==> config.mk <==
export PLATFORM = sky130hd
export DESIGN_NAME = pipe_skid_stage
export DESIGN_NICKNAME = d
export VERILOG_FILES = /design/src/rtl/pipe_pkg.sv /design/src/rtl/pipe_data_reg.sv /design/src/rtl/pipe_skid_stage.sv
export SDC_FILE = /design/constraint.sdc
export NUM_CORES = 1
export LEC_CHECK = 0
export ABC_AREA = 1
export BUFFER_PORTS_ARGS = -buffer_cell sky130_fd_sc_hd__buf_2
export CORE_ASPECT_RATIO = 2
export CORE_MARGIN = 3
export CORE_UTILIZATION = 57
export CTS_CLUSTER_DIAMETER = 80
export DETAILED_ROUTE_END_ITERATION = 10
export PLACE_DENSITY = 0.9
export SETUP_SLACK_MARGIN = 0.2
export SYNTH_ARGS = -nofsm -noshare
export SYNTH_HDL_FRONTEND = slang
export SYNTH_SLANG_ARGS = --single-unit
==> constraint.sdc <==
create_clock -name i_clk -period 2.4 [get_ports i_clk]
set_clock_uncertainty 0.15 [all_clocks]
set_input_delay 0.12 -clock i_clk [delete_from_list [all_inputs] [get_ports i_clk]]
set_output_delay 0.12 -clock i_clk [all_outputs]
set_load 0.005 [all_outputs]
==> src/rtl/pipe_pkg.sv <==
// ============================================================================
// Module   : pipe_pkg
// Brief    : Shared state encoding and occupancy helpers for the skid stage
// Revision : 1.0
// ============================================================================
`default_nettype none

package pipe_pkg;

   localparam int COUNT_W = 2;

   typedef enum logic [1:0] {
      ST_EMPTY = 2'd0,
      ST_ONE   = 2'd1,
      ST_FULL  = 2'd2
   } state_e;

   function automatic logic [COUNT_W-1:0] state_count(input state_e st);
      case (st)
         ST_ONE:  state_count = COUNT_W'(1);
         ST_FULL: state_count = COUNT_W'(2);
         default: state_count = COUNT_W'(0);
      endcase
   endfunction

endpackage

`default_nettype wire

==> src/rtl/pipe_data_reg.sv <==
// ============================================================================
// Module   : pipe_data_reg
// Brief    : Payload register with load enable and synchronous clear to bubble
// Revision : 1.0
// ============================================================================
`default_nettype none

module pipe_data_reg #(
   parameter int                DATA_W     = 32,
   parameter logic [DATA_W-1:0] BUBBLE_VAL = '0
) (
   input  logic              i_clk,
   input  logic              i_reset_n,
   input  logic              i_clr,
   input  logic              i_load,
   input  logic [DATA_W-1:0] i_d,
   output logic [DATA_W-1:0] o_q
);

   logic [DATA_W-1:0] data_d;
   logic [DATA_W-1:0] data_q;

   // Clear wins over load so a flush never lets a new payload slip in.
   always_comb begin
      data_d = data_q;
      if (i_clr) begin
         data_d = BUBBLE_VAL;
      end else if (i_load) begin
         data_d = i_d;
      end
   end

   always_ff @(posedge i_clk or negedge i_reset_n) begin
      if (!i_reset_n) begin
         data_q <= BUBBLE_VAL;
      end else begin
         data_q <= data_d;
      end
   end

   assign o_q = data_q;

endmodule

`default_nettype wire

==> src/rtl/pipe_skid_stage.sv <==
// ============================================================================
// Module   : pipe_skid_stage
// Brief    : Two-entry skid buffer stage with registered ready, stall and flush
// Revision : 1.0
// ============================================================================
`default_nettype none

module pipe_skid_stage
   import pipe_pkg::*;
#(
   parameter int                DATA_W     = 32,
   parameter logic [DATA_W-1:0] BUBBLE_VAL = '0
) (
   input  logic               i_clk,
   input  logic               i_reset_n,
   input  logic               i_flush,
   input  logic               i_stall,
   input  logic               i_up_valid,
   output logic               o_up_ready,
   input  logic [DATA_W-1:0]  i_up_data,
   output logic               o_dn_valid,
   input  logic               i_dn_ready,
   output logic [DATA_W-1:0]  o_dn_data,
   output logic [COUNT_W-1:0] o_count
);

   state_e               state_d, state_q;
   logic                 up_ready_d, up_ready_q;
   logic                 dn_valid_d, dn_valid_q;
   logic [COUNT_W-1:0]   count_d, count_q;

   logic                 up_xfer;
   logic                 dn_xfer;
   logic                 main_load, main_clr, main_sel_skid;
   logic                 skid_load, skid_clr;
   logic [DATA_W-1:0]    main_d;
   logic [DATA_W-1:0]    main_q;
   logic [DATA_W-1:0]    skid_q;

   assign up_xfer = i_up_valid & up_ready_q;
   assign dn_xfer = dn_valid_q & i_dn_ready & ~i_stall;

   always_comb begin
      state_d       = state_q;
      main_load     = 1'b0;
      main_clr      = 1'b0;
      main_sel_skid = 1'b0;
      skid_load     = 1'b0;
      skid_clr      = 1'b0;
      if (i_flush) begin
         state_d  = ST_EMPTY;
         main_clr = 1'b1;
         skid_clr = 1'b1;
      end else begin
         case (state_q)
            ST_EMPTY: begin
               if (up_xfer) begin
                  state_d   = ST_ONE;
                  main_load = 1'b1;
               end
            end
            ST_ONE: begin
               if (up_xfer && dn_xfer) begin
                  main_load = 1'b1;
               end else if (up_xfer) begin
                  state_d   = ST_FULL;
                  skid_load = 1'b1;
               end else if (dn_xfer) begin
                  // Clearing MAIN keeps the bubble value on the output while empty.
                  state_d  = ST_EMPTY;
                  main_clr = 1'b1;
               end
            end
            ST_FULL: begin
               if (dn_xfer) begin
                  state_d       = ST_ONE;
                  main_load     = 1'b1;
                  main_sel_skid = 1'b1;
                  skid_clr      = 1'b1;
               end
            end
            default: begin
               state_d  = ST_EMPTY;
               main_clr = 1'b1;
               skid_clr = 1'b1;
            end
         endcase
      end
   end

   assign main_d     = main_sel_skid ? skid_q : i_up_data;
   // Status outputs come straight from flops so ready has no input-to-output path.
   assign up_ready_d = (state_d != ST_FULL);
   assign dn_valid_d = (state_d != ST_EMPTY);
   assign count_d    = state_count(state_d);

   always_ff @(posedge i_clk or negedge i_reset_n) begin
      if (!i_reset_n) begin
         state_q    <= ST_EMPTY;
         up_ready_q <= 1'b1;
         dn_valid_q <= 1'b0;
         count_q    <= '0;
      end else begin
         state_q    <= state_d;
         up_ready_q <= up_ready_d;
         dn_valid_q <= dn_valid_d;
         count_q    <= count_d;
      end
   end

   pipe_data_reg #(
      .DATA_W     (DATA_W),
      .BUBBLE_VAL (BUBBLE_VAL)
   ) u_main (
      .i_clk     (i_clk),
      .i_reset_n (i_reset_n),
      .i_clr     (main_clr),
      .i_load    (main_load),
      .i_d       (main_d),
      .o_q       (main_q)
   );

   pipe_data_reg #(
      .DATA_W     (DATA_W),
      .BUBBLE_VAL (BUBBLE_VAL)
   ) u_skid (
      .i_clk     (i_clk),
      .i_reset_n (i_reset_n),
      .i_clr     (skid_clr),
      .i_load    (skid_load),
      .i_d       (i_up_data),
      .o_q       (skid_q)
   );

   assign o_up_ready = up_ready_q;
   assign o_dn_valid = dn_valid_q;
   assign o_dn_data  = main_q;
   assign o_count    = count_q;

endmodule

`default_nettype wire

## Word level (Yosys, flattened, before mapping)

Cells that the tools add are included.

- Eq/ne operators: 5
- Muxes and demuxes: 29
- Bitwise operators: 4
- Reductions and logical operators: 7

Operators with widths:

| cell | number |
|---|---|
| $mux 32 | 5 |
| $mux 1 | 13 |
| $mux 2 | 6 |
| $pmux 2 s3 | 1 |
| $reduce_bool 2->1 | 3 |
| $eq 2x1->1 const B | 2 |
| $eq 2x2->1 const B | 2 |
| $pmux 1 s2 | 2 |
| $pmux 2 s2 | 1 |
| $reduce_or 2->1 | 2 |
| $and 1x1->1 | 3 |
| $pmux 1 s3 | 1 |
| $logic_not 2->1 | 1 |
| $ne 2x2->1 const B | 1 |
| $logic_and 1x1->1 | 1 |
| $not 1->1 | 1 |

- Flip-flop bits (word level): 70
- Input bits: 38
- Output and inout port bits: 36
- Logic and storage cells: 51

## Depth between registers and ports, before layout

Gate-level depths: netlist of run 1.

- Depth after elaboration: 9
- Mapped depth: 9
- Depth with buffers taken out: 8

## Modules after synthesis

From an unflattened synthesis of run 1, not the netlist that was laid out.

- Cells, all modules: 428
- Area total of the unflattened synthesis: 3520.9 µm²

Modules (own cells, without submodules):

| module | instances | cells each | area each (µm²) | seq. area each (µm²) |
|---|---|---|---|---|
| pipe_data_reg | 2 | 140 | 1351.3 | 800.8 |
| pipe_skid_stage | 1 | 148 | 818.3 | 151.4 |

## Worst setup path after synthesis of run 1

OpenSTA, ideal clock, no wires.

- Path kind: register -> register
- Start point: reg up_ready_q (netlist: o_up_ready)
- End point: reg u_skid.data_q[10] (netlist: u_skid.o_q[10])
- Setup time: 0.065 ns
- Arrival: 1.197 ns
- Required time: 2.185 ns
- Slack: 0.988 ns
- Cell stages (with the launch flop): 8
- Path buffers: 1
- Clock period less this slack: 1.412 ns
- Path through: dfstp_2 -> nand3_1 -> inv_1 -> nand3_2 -> nor2_4 -> buf_4 -> nand2_1 -> nand2_1

- Word-level cells in the longest chain between the ends: 6
- Elaborated cells on any way between the ends: 7
- Classes of those cells: mux (4); bitwise (1); reduce/logical (2)

Ends and longest elaborated chain:

| item | RTL line | RTL |
|---|---|---|
| start: declaration | pipe_skid_stage.sv:28 | `logic up_ready_d, up_ready_q;` |
| start signal: assignment | pipe_skid_stage.sv:105 | `up_ready_q <= up_ready_d;` |
| $and 1x1->1 * | pipe_skid_stage.sv:40 | `assign up_xfer = i_up_valid & up_ready_q;` |
| $mux 1 / $logic_and 1x1->1 (equally long branches) | pipe_skid_stage.sv:65, pipe_skid_stage.sv:63 |  |
| $mux 1 * | pipe_skid_stage.sv:63 | `if (up_xfer && dn_xfer) begin` |
| $mux 1 * | pipe_skid_stage.sv:55 | `case (state_q)` |
| $mux 1 * | pipe_skid_stage.sv:50 | `if (i_flush) begin` |
| $reduce_bool 2->1 (no line) * | -- |  |
| end signal: assignment | pipe_data_reg.sv:37 | `data_q <= data_d;` |
| end: declaration | pipe_data_reg.sv:21 | `logic [DATA_W-1:0] data_q;` |

Mark *: on every way between the ends. The rest lies on a longest branch, timed or not.
A chain may end at the register's enable or synchronous reset.

## Worst setup path after layout of run 1

- Start point: reg up_ready_q (netlist: o_up_ready)
- End point: reg u_skid.data_q[9] (netlist: u_skid.o_q[9])

The elaborated chain is that of the path after synthesis.

==> reports/results.ini, run 1 <==
[status]
outcome = complete, no violations

[synthesis]
syn_area_um2 = 3340
synth_cells = 422
netlist-cell-type-count = 18
yosysWarnings = 0
syn-num-nets = 460
syn_avg_cell_area_um2 = 7.90
synth_seq_cells = 70
yosysSeqAreaShare_pct = 52.6

[setup_path]
critPathArrivalTime_ps = 2160
path_cells = nand3_1, inv_1, nand3_2, nor2_4, nand2_1, nand2_1
crit_family = simple AND/OR/NAND/NOR gates
crit_buf_inv = 1
cp_slowest_cell = nor2_4
critPathKind = flip-flop to flip-flop
cp_common_cell = nand2_1
start_kind = flip-flop
cp-end-kind = flip-flop
critical_path.max_stage_delay_ps = 600
worst-path-max-fanout = 32
crit_required_ps = 2540

[route]
firstDrtPassIters = 5
post_drt_via_cell_ratio = 5.77
drt_iter0_markers = 273
wl_per_cell_um = 16.1
post-route-drc-count = 0
routed_wl_um = 9370
ant_nets = 0
vias = 3364

[timing]
max_freq_mhz = 496
whs_ps = 30.1
fin_crit_ps = 2010
hold_violations = 0
slew_headroom_pct = 41.5
slew_viol_final = 0
tns_ps = 0
setup_viol = 0
worst_slack_ps = 386
finalCritPeriodShare_pct = 83.9
rsz0062_at_grt = no
tightest_slew_ps = 878

[clock_network]
cts_resized = 0
cts-root-buf = clkbuf_8
ctsHoldBuffers = 33
clock-sinks = 70
clk_pin_slew_worst_paths_ps = 80
h-tree-depth = 3
cts_max_path_buffers = 2
post-cts-setup-buffers = 0
clk_latency_ps = 360
cts_made_buffers = 9
cts_tree = built

[grt]
grt_max_degree = 71
antenna_found_initial = 0
grt_use_total_pct = 29.2
grt_overflow_total = 0
grt_pass1_wl_um = 15100
grt_pass1_vias = 3318

[floorplan]
rows = 38
initial_utilization_pct = 60.0
die_x_um = 60.1
die_area_um2 = 6860
io_pins = 74
dieHeight_um = 114
core_area_um2 = 5560

[place]
placed_area_um2 = 3680
dp_hpwl_um = 5460
gp_congestion = 0.809
post-place-ws_ps = 465
io_buffers = 73

[cells_and_area]
drive_gt1_share_pct = 21.6
antenna_cells = 0
design_area_um2 = 4230
synthToLayoutAreaGrowth_pct = 26.9
layout.nets = 556

[pwr]
fin_total_pwr_mw = 3.50
p_leak_nw = 2.47
irDropWorstVdd_v = 0.000913
p_per_area_nw_per_um2 = 828

[min_path]
hp-class = primary input to flip-flop

[job]
cap_violations = 0

layout by cell type (no fill, tap or decap):
cell,instances
inv_1,7
nand3_1,100
a21oi_1,1
dfstp_2,1
nand3_2,3
nand2_1,195
nor2_2,1
a22oi_1,1
clkinv_2,2
dfrtp_1,69
clkinvlp_4,2
o21ai_0,1
inv_2,4
nor2_1,3
buf_4,6
nand2_2,4
nor2_4,4
dlygate4sd3_1,33
a21oi_4,1
bufinv_16,2
buf_2,72
buf_12,1
clkbuf_8,10
cell type report:
type	count	area, um2
Sequential cell	70	1750
Inverter	11	41.3
Multi-Input combinational cell	314	1380
Clock inverter	6	85.1
Tap cell	60	75.1
Timing Repair Buffer	112	756
Fill cell	392	1330
Clock buffer	10	138
worst paths after layout:
| path | start | to | slack [ps] | depth (start not counted) |
|---|---|---|---|---|
| worst max register to register | o_up_ready$_DFF_PN1_ | u_skid.o_q[9]$_DFFE_PN0P_ | 390 | 6 |
| worst min register to register | u_main.o_q[21]$_DFFE_PN0P_ | u_main.o_q[21]$_DFFE_PN0P_ | 350 | 2 |
| worst max-delay path | o_up_ready$_DFF_PN1_ | u_skid.o_q[9]$_DFFE_PN0P_ | 390 | 6 |
| worst min-delay path | i_flush | u_main.o_q[1]$_DFFE_PN0P_ | 30 | 4 |
| min in group asynchronous | i_reset_n | o_count[1]$_DFF_PN0_ | 260 | 2 |
| max in group asynchronous | i_reset_n | u_main.o_q[3]$_DFFE_PN0P_ | 1260 | 2 |
power breakdown:
group,internal (mW),switching [mW],leakage (nW)
sequential,1.40,0.131,0.951
clock,0.609,0.459,0.108
combinational,0.330,0.577,1.41
sequential cells by signal, summed over array words and instances, names as in the netlist:
register    count
u_main.o_q     32
u_skid.o_q     32
o_count         2
state_q         2
o_dn_valid      1
o_up_ready      1
cells in the mapped netlist, drive strengths merged:
| cell type | n | area [um2] |
|---|---|---|
| nor2 | 8 | 62.6 |
| clkbuf | 2 | 7.51 |
| nand3 | 103 | 531 |
| inv | 11 | 41.3 |
| a21oi | 2 | 21.3 |
| a22oi | 1 | 7.51 |
| dfrtp | 69 | 1730 |
| nand2 | 199 | 757 |
| dfstp | 1 | 26.3 |
| o21ai | 1 | 5.00 |
| buf | 25 | 150 |
tightest hold or removal path: stages:
cell,delay [ps]
buf_2,160
nor2_4,110
nand2_1,70
nand2_1,40
cells by family (layout without fill, tap and decap cells):
logic type | after synthesis | count (layout) | synth area share (%)
compound gates | 4 | 4 | 1.01
buf+inv | 38 | 139 | 5.96
flops | 70 | 70 | 52.6
simple gates | 310 | 310 | 40.5
layer usage:
| layer | wire length (um) | part of all wire [%] | vias up | track usage [%] |
|---|---|---|---|---|
| li1 | - | - | 1538 | - |
| met1 | 3310 | 35 | 1561 | 33.3 |
| met2 | 4890 | 52 | 219 | 47.4 |
| met3 | 698 | 7.5 | 46 | 5.76 |
| met4 | 461 | 4.9 | 0 | 19.5 |
| met5 | 0 | 0 | - | 0 |
stage by stage:
step                      std cells  utilization, %
final                           583            76.1
after floorplan                 422               -
after CTS                       583            76.1
after global routing            583            76.1
after global placement          534            66.1
after detailed placement        534            66.1
Power figures use the tool's default switching activity.
==> run 2, diff against run 1 <==
--- a/config.mk
+++ b/config.mk
@@ -9,10 +9,10 @@
 export BUFFER_PORTS_ARGS = -buffer_cell sky130_fd_sc_hd__buf_2
 export CORE_ASPECT_RATIO = 2
 export CORE_MARGIN = 3
-export CORE_UTILIZATION = 57
+export CORE_UTILIZATION = 54
 export CTS_CLUSTER_DIAMETER = 80
 export DETAILED_ROUTE_END_ITERATION = 10
-export PLACE_DENSITY = 0.9
+export PLACE_DENSITY = 0.87
 export SETUP_SLACK_MARGIN = 0.2
 export SYNTH_ARGS = -nofsm -noshare
 export SYNTH_HDL_FRONTEND = slang
==> constraint.sdc (replaced) <==
create_clock -name i_clk -period 2 [get_ports i_clk]
set_clock_uncertainty 0.15 [all_clocks]
set_input_delay 0.1 -clock i_clk [delete_from_list [all_inputs] [get_ports i_clk]]
set_output_delay 0.1 -clock i_clk [all_outputs]
set_load 0.005 [all_outputs]
==> run 2 against run 1 <==
Global-route usage down 0.59 points. Combinational power rose by 26%. Non-clock buffer count increased by 11. Sequential share of layout area fell by 2.0 points. Largest cell class unchanged. Via count is 0.48% lower. Largest power group unchanged. Die area rose by 5.1%. Utilization fell by 0.21 points. Power increased by 31%. Critical path depth rose by 1.
==> reports/results.ini, run 2 (synthesis gave the netlist of run 1 again) <==
[timing]
slew_headroom_pct = 74.4
max_freq_mhz = 599
hold_violations = 0
tns_ps = 0
slew_viol_final = 0
tightest_slew_ps = 384
fin_crit_ps = 1670
rsz0062_at_grt = no
finalCritPeriodShare_pct = 83.5
setup_viol = 0

[route]
firstDrtPassIters = 5
post_drt_via_cell_ratio = 5.63
post-route-drc-count = 0
wl_per_cell_um = 16.0
drt_iter0_markers = 238
ant_nets = 0
vias = 3348
routed_wl_um = 9490

[clock_network]
cts_max_path_buffers = 2
h-tree-depth = 3
cts_tree = built
cts-root-buf = clkbuf_16
cts_made_buffers = 9
clock-sinks = 70
clk_pin_slew_worst_paths_ps = 50
cts_resized = 0
clk_latency_ps = 340

[cells_and_area]
antenna_cells = 0
drive_gt1_share_pct = 23.0
fin_util_pct = 75.9
mostFrequentLayoutCell = nand2_1
synthToLayoutAreaGrowth_pct = 33.2
fillers = 397
final_cell_mix = nand2_1, nand3_1, buf_2
design_area_um2 = 4440
layout.nets = 567

[grt]
grt_overflow_total = 0
grt_pass1_vias = 3268
grt_pass1_wl_um = 15100
antenna_found_initial = 0
grt_use_total_pct = 28.6
grt_max_degree = 38

[place]
gp_congestion = 0.895
dp_hpwl_um = 5670
io_buffers = 73
placed_area_um2 = 3770

[job]
cap_violations = 0

[pwr]
fin_total_pwr_mw = 4.60
irDropWorstVdd_v = 0.000710
p_per_area_nw_per_um2 = 1030
p_leak_nw = 2.58

[status]
outcome = complete, no violations

[setup_path]
worst-path-max-fanout = 19
crit_required_ps = 2120
critPathArrivalTime_ps = 1790
cp-end-kind = flip-flop
start_kind = flip-flop
critPathKind = flip-flop to flip-flop

[floorplan]
core_area_um2 = 5860
die_x_um = 61.6
dieHeight_um = 117
io_pins = 74
die_area_um2 = 7210
rows = 39
initial_utilization_pct = 57.0

[min_path]
hp-class = primary input to flip-flop

==> run 2: routing by layer <==
| metal | share of wire, % | track usage, % | wire length [um] | up-vias |
|---|---|---|---|---|
| met3 | 6.6 | 4.50 | 622 | 34 |
| li1 | - | - | - | 1564 |
| met1 | 35 | 32.3 | 3310 | 1570 |
| met4 | 4.5 | 15.9 | 425 | 0 |
| met2 | 54 | 49.2 | 5130 | 180 |
| met5 | 0 | 0 | 0 | - |
==> run 2: metrics by stage <==
step | hold WS, ps | std cells | setup WS, ps
6_report | 0.728 | 595 | 330
5_1_grt | 36.3 | 595 | 249
4_1_cts | 16.4 | 591 | 334
3_5_place_dp | -131 | 542 | 341
3_3_place_gp | -133 | 542 | 399
2_1_floorplan | -346 | 422 | 588
==> run 2: layout make-up <==
cell class	instances	area, um2	share of cell area (%)
Sequential cell	70	1750	39.5
Multi-Input combinational cell	314	1380	31.2
Timing Repair Buffer	123	886	19.9
Clock buffer	12	256	5.77
Tap cell	61	76.3	1.72
Clock inverter	4	45.0	1.01
Inverter	11	41.3	0.930
==> run 2: where the power goes <==
| part | leakage (nW) | internal, mW | total, mW | switching [mW] |
|---|---|---|---|---|
| sequential | 0.951 | 1.68 | 1.84 | 0.159 |
| clock | 0.152 | 1.03 | 1.62 | 0.592 |
| combinational | 1.48 | 0.441 | 1.14 | 0.696 |
| total | 2.58 | 3.15 | 4.60 | 1.45 |
==> run 2: final timing paths <==
| check | slack [ps] | to | depth (start not counted) | start |
|---|---|---|---|---|
| max | 330 | u_main.o_q[23]$_DFFE_PN0P_ | 7 | o_up_ready$_DFF_PN1_ |
| min reg2reg | 350 | u_main.o_q[10]$_DFFE_PN0P_ | 2 | u_main.o_q[10]$_DFFE_PN0P_ |
| max in group asynchronous | 1080 | u_main.o_q[16]$_DFFE_PN0P_ | 3 | i_reset_n |
| min | 0.7 | u_skid.o_q[4]$_DFFE_PN0P_ | 4 | i_flush |
| min in group asynchronous | 40 | u_skid.o_q[9]$_DFFE_PN0P_ | 2 | i_reset_n |
| max reg2reg | 330 | u_main.o_q[23]$_DFFE_PN0P_ | 7 | o_up_ready$_DFF_PN1_ |
==> run 2: repair_timing <==
| action | 4_1_cts | 5_1_grt |
|---|---|---|
| endpoints found under the hold margin | 133 | 0 |
| buffers inserted | 0 | 4 |
| setup endpoints to repair | 0 | 8 |
| hold buffers | 33 | 0 |
==> run 2: worst max-delay path, cell delays in order (launching register included) <==
cell,delay (ps)
dfstp_2,540
nand3_1,90
nand2_1,80
nand2_2,70
nor2_4,320
buf_12,200
nand3_1,80
nand2_1,60
==> run 3, diff against run 2 <==
--- a/config.mk
+++ b/config.mk
@@ -9,10 +9,10 @@
 export BUFFER_PORTS_ARGS = -buffer_cell sky130_fd_sc_hd__buf_2
 export CORE_ASPECT_RATIO = 2
 export CORE_MARGIN = 3
-export CORE_UTILIZATION = 54
+export CORE_UTILIZATION = 49
 export CTS_CLUSTER_DIAMETER = 80
 export DETAILED_ROUTE_END_ITERATION = 10
-export PLACE_DENSITY = 0.87
+export PLACE_DENSITY = 0.83
 export SETUP_SLACK_MARGIN = 0.2
 export SYNTH_ARGS = -nofsm -noshare
 export SYNTH_HDL_FRONTEND = slang
==> constraint.sdc (replaced) <==
create_clock -name i_clk -period 1.47 [get_ports i_clk]
set_clock_uncertainty 0.15 [all_clocks]
set_input_delay 0.0735 -clock i_clk [delete_from_list [all_inputs] [get_ports i_clk]]
set_output_delay 0.0735 -clock i_clk [all_outputs]
set_load 0.005 [all_outputs]
==> run 3 against run 2 <==
The run now ends with setup timing left. Sequential share of layout area fell by 4.5 points. Register-to-register slack got worse by 430 ps. Worst hold slack improved by 74 ps. Critical path type unchanged. Utilization barely moved. Design area rose by 13%. Highest routed layer unchanged. Flip-flop and latch count did not move. Non-clock buffer count rose by 23.
==> reports/results.ini, run 3 (synthesis gave the netlist of run 1 again) <==
[pwr]
irDropWorstVdd_v = 0.00119
p_leak_nw = 2.78
p_per_area_nw_per_um2 = 1370
fin_total_pwr_mw = 6.86

[timing]
tns_ps = -3180
slew_viol_final = 0
whs_ps = 74.4
rsz0062_at_grt = yes
slew_headroom_pct = 70.5
tightest_slew_ps = 443
max_freq_mhz = 638
setup_viol = 64
finalCritPeriodShare_pct = 107
fin_crit_ps = 1570
worst_slack_ps = -96.9
hold_violations = 0

[setup_path]
crit_required_ps = 1580
critPathArrivalTime_ps = 1680
worst-path-max-fanout = 6
start_kind = flip-flop
critPathKind = flip-flop to flip-flop
cp-end-kind = flip-flop

[cells_and_area]
fillers = 417
fin_util_pct = 75.8
mostFrequentLayoutCell = nand2_1
seq_area_um2 = 1750
final_cell_mix = nand2_1, nand3_1, buf_2
drive_gt1_share_pct = 35.0
antenna_cells = 0
layout.nets = 590
multi_input_area_um2 = 1580
synthToLayoutAreaGrowth_pct = 50.5
stdcell_count = 642
design_area_um2 = 5020

[floorplan]
initial_utilization_pct = 50.4
die_area_um2 = 7890
die_x_um = 64.3
core_area_um2 = 6620
io_pins = 74
dieHeight_um = 123
rows = 42

[status]
failed_checks = setup timing
outcome = finished with violations

[route]
vias = 3585
routed_wl_um = 11100
wl_met2_um = 6000
met3_wirelength_um = 742
firstDrtPassIters = 6
post_drt_via_cell_ratio = 5.58
wl_per_cell_um = 17.2
ant_nets = 0
post-route-drc-count = 0
met1_length_um = 3590
drt_iter0_markers = 308
highest_layer = met4

[clock_network]
h-tree-depth = 3
clk_latency_ps = 330
cts_tree = built
clock-sinks = 70
cts-root-buf = clkbuf_16
cts_max_path_buffers = 2
clk_pin_slew_worst_paths_ps = 50
cts_made_buffers = 9

[grt]
grt_use_total_pct = 25.9
antenna_found_initial = 0
grt_max_degree = 38
grt_pass1_vias = 3330
grt_overflow_total = 0
grt_pass1_wl_um = 15500

[place]
placed_area_um2 = 3950
io_buffers = 73
placed_cells = 579
post-place-ws_ps = -78.4
dp_hpwl_um = 6280
gp_congestion = 0.873

[job]
cap_violations = 0

[min_path]
hp-class = primary input to flip-flop

run 3: changes by cell type in the layout (fill, tap and decap cells not counted), sizes merged:
| cell | change |
|---|---|
| buf | +18 |
| clkbuf | +4 |
| clkinv | -3 |
| dlygate4sd3 | +1 |
run 3: what timing repair did:
item / CTS / global route
endpoints found under the hold margin: 133 / 1
pin swaps: 6 / 12
setup endpoints to repair: 66 / 71
cloned: 0 / 7
hold buffers: 33 / 1
setup buffers: 0 / 9
gates resized for setup: 8 / 61
run 3: cell type report:
| class | instances | share of cell area (%) |
|---|---|---|
| clock buffer | 12 | 5.31 |
| clock inverter | 1 | 0.598 |
| inverter | 11 | 0.823 |
| multi-input combinational | 314 | 31.4 |
| sequential | 70 | 34.9 |
| tap | 88 | 2.19 |
| timing repair buffer | 146 | 24.7 |
run 3: worst paths after layout:
kind / start / end / slack, ps / cells after the start
hold / removal: i_flush / o_dn_valid$_DFF_PN0_ / 70 / 4
setup / recovery: o_up_ready$_DFF_PN1_ / u_skid.o_q[23]$_DFFE_PN0P_ / -100 / 8
min in group asynchronous: i_reset_n / u_main.o_q[21]$_DFFE_PN0P_ / 80 / 2
setup reg to reg: o_up_ready$_DFF_PN1_ / u_skid.o_q[23]$_DFFE_PN0P_ / -100 / 8
hold reg to reg: u_main.o_q[15]$_DFFE_PN0P_ / u_main.o_q[15]$_DFFE_PN0P_ / 350 / 2
max in group asynchronous: i_reset_n / o_up_ready$_DFF_PN1_ / 470 / 3
run 3: critical path: stages, from the launching register on:
cell	delay (ps)
dfstp_2	560
nand3_2	90
inv_2	90
nand3_4	90
nor2_4	110
buf_12	140
buf_12	120
nand2_1	50
nand2_1	90
run 3: per-layer routing:
metal  track usage, %  up-vias
li1                 -     1607
met1             26.0     1698
met2             46.1      207
met3             5.86       73
met4             18.4        0
met5                0        -
run 3: power by group:
part           leakage [nW]  internal, mW  total (mW)  switching [mW]
logic                  1.69         0.968        2.18            1.22
registers             0.949          2.29        2.51           0.221
clock network         0.147          1.42        2.17           0.746
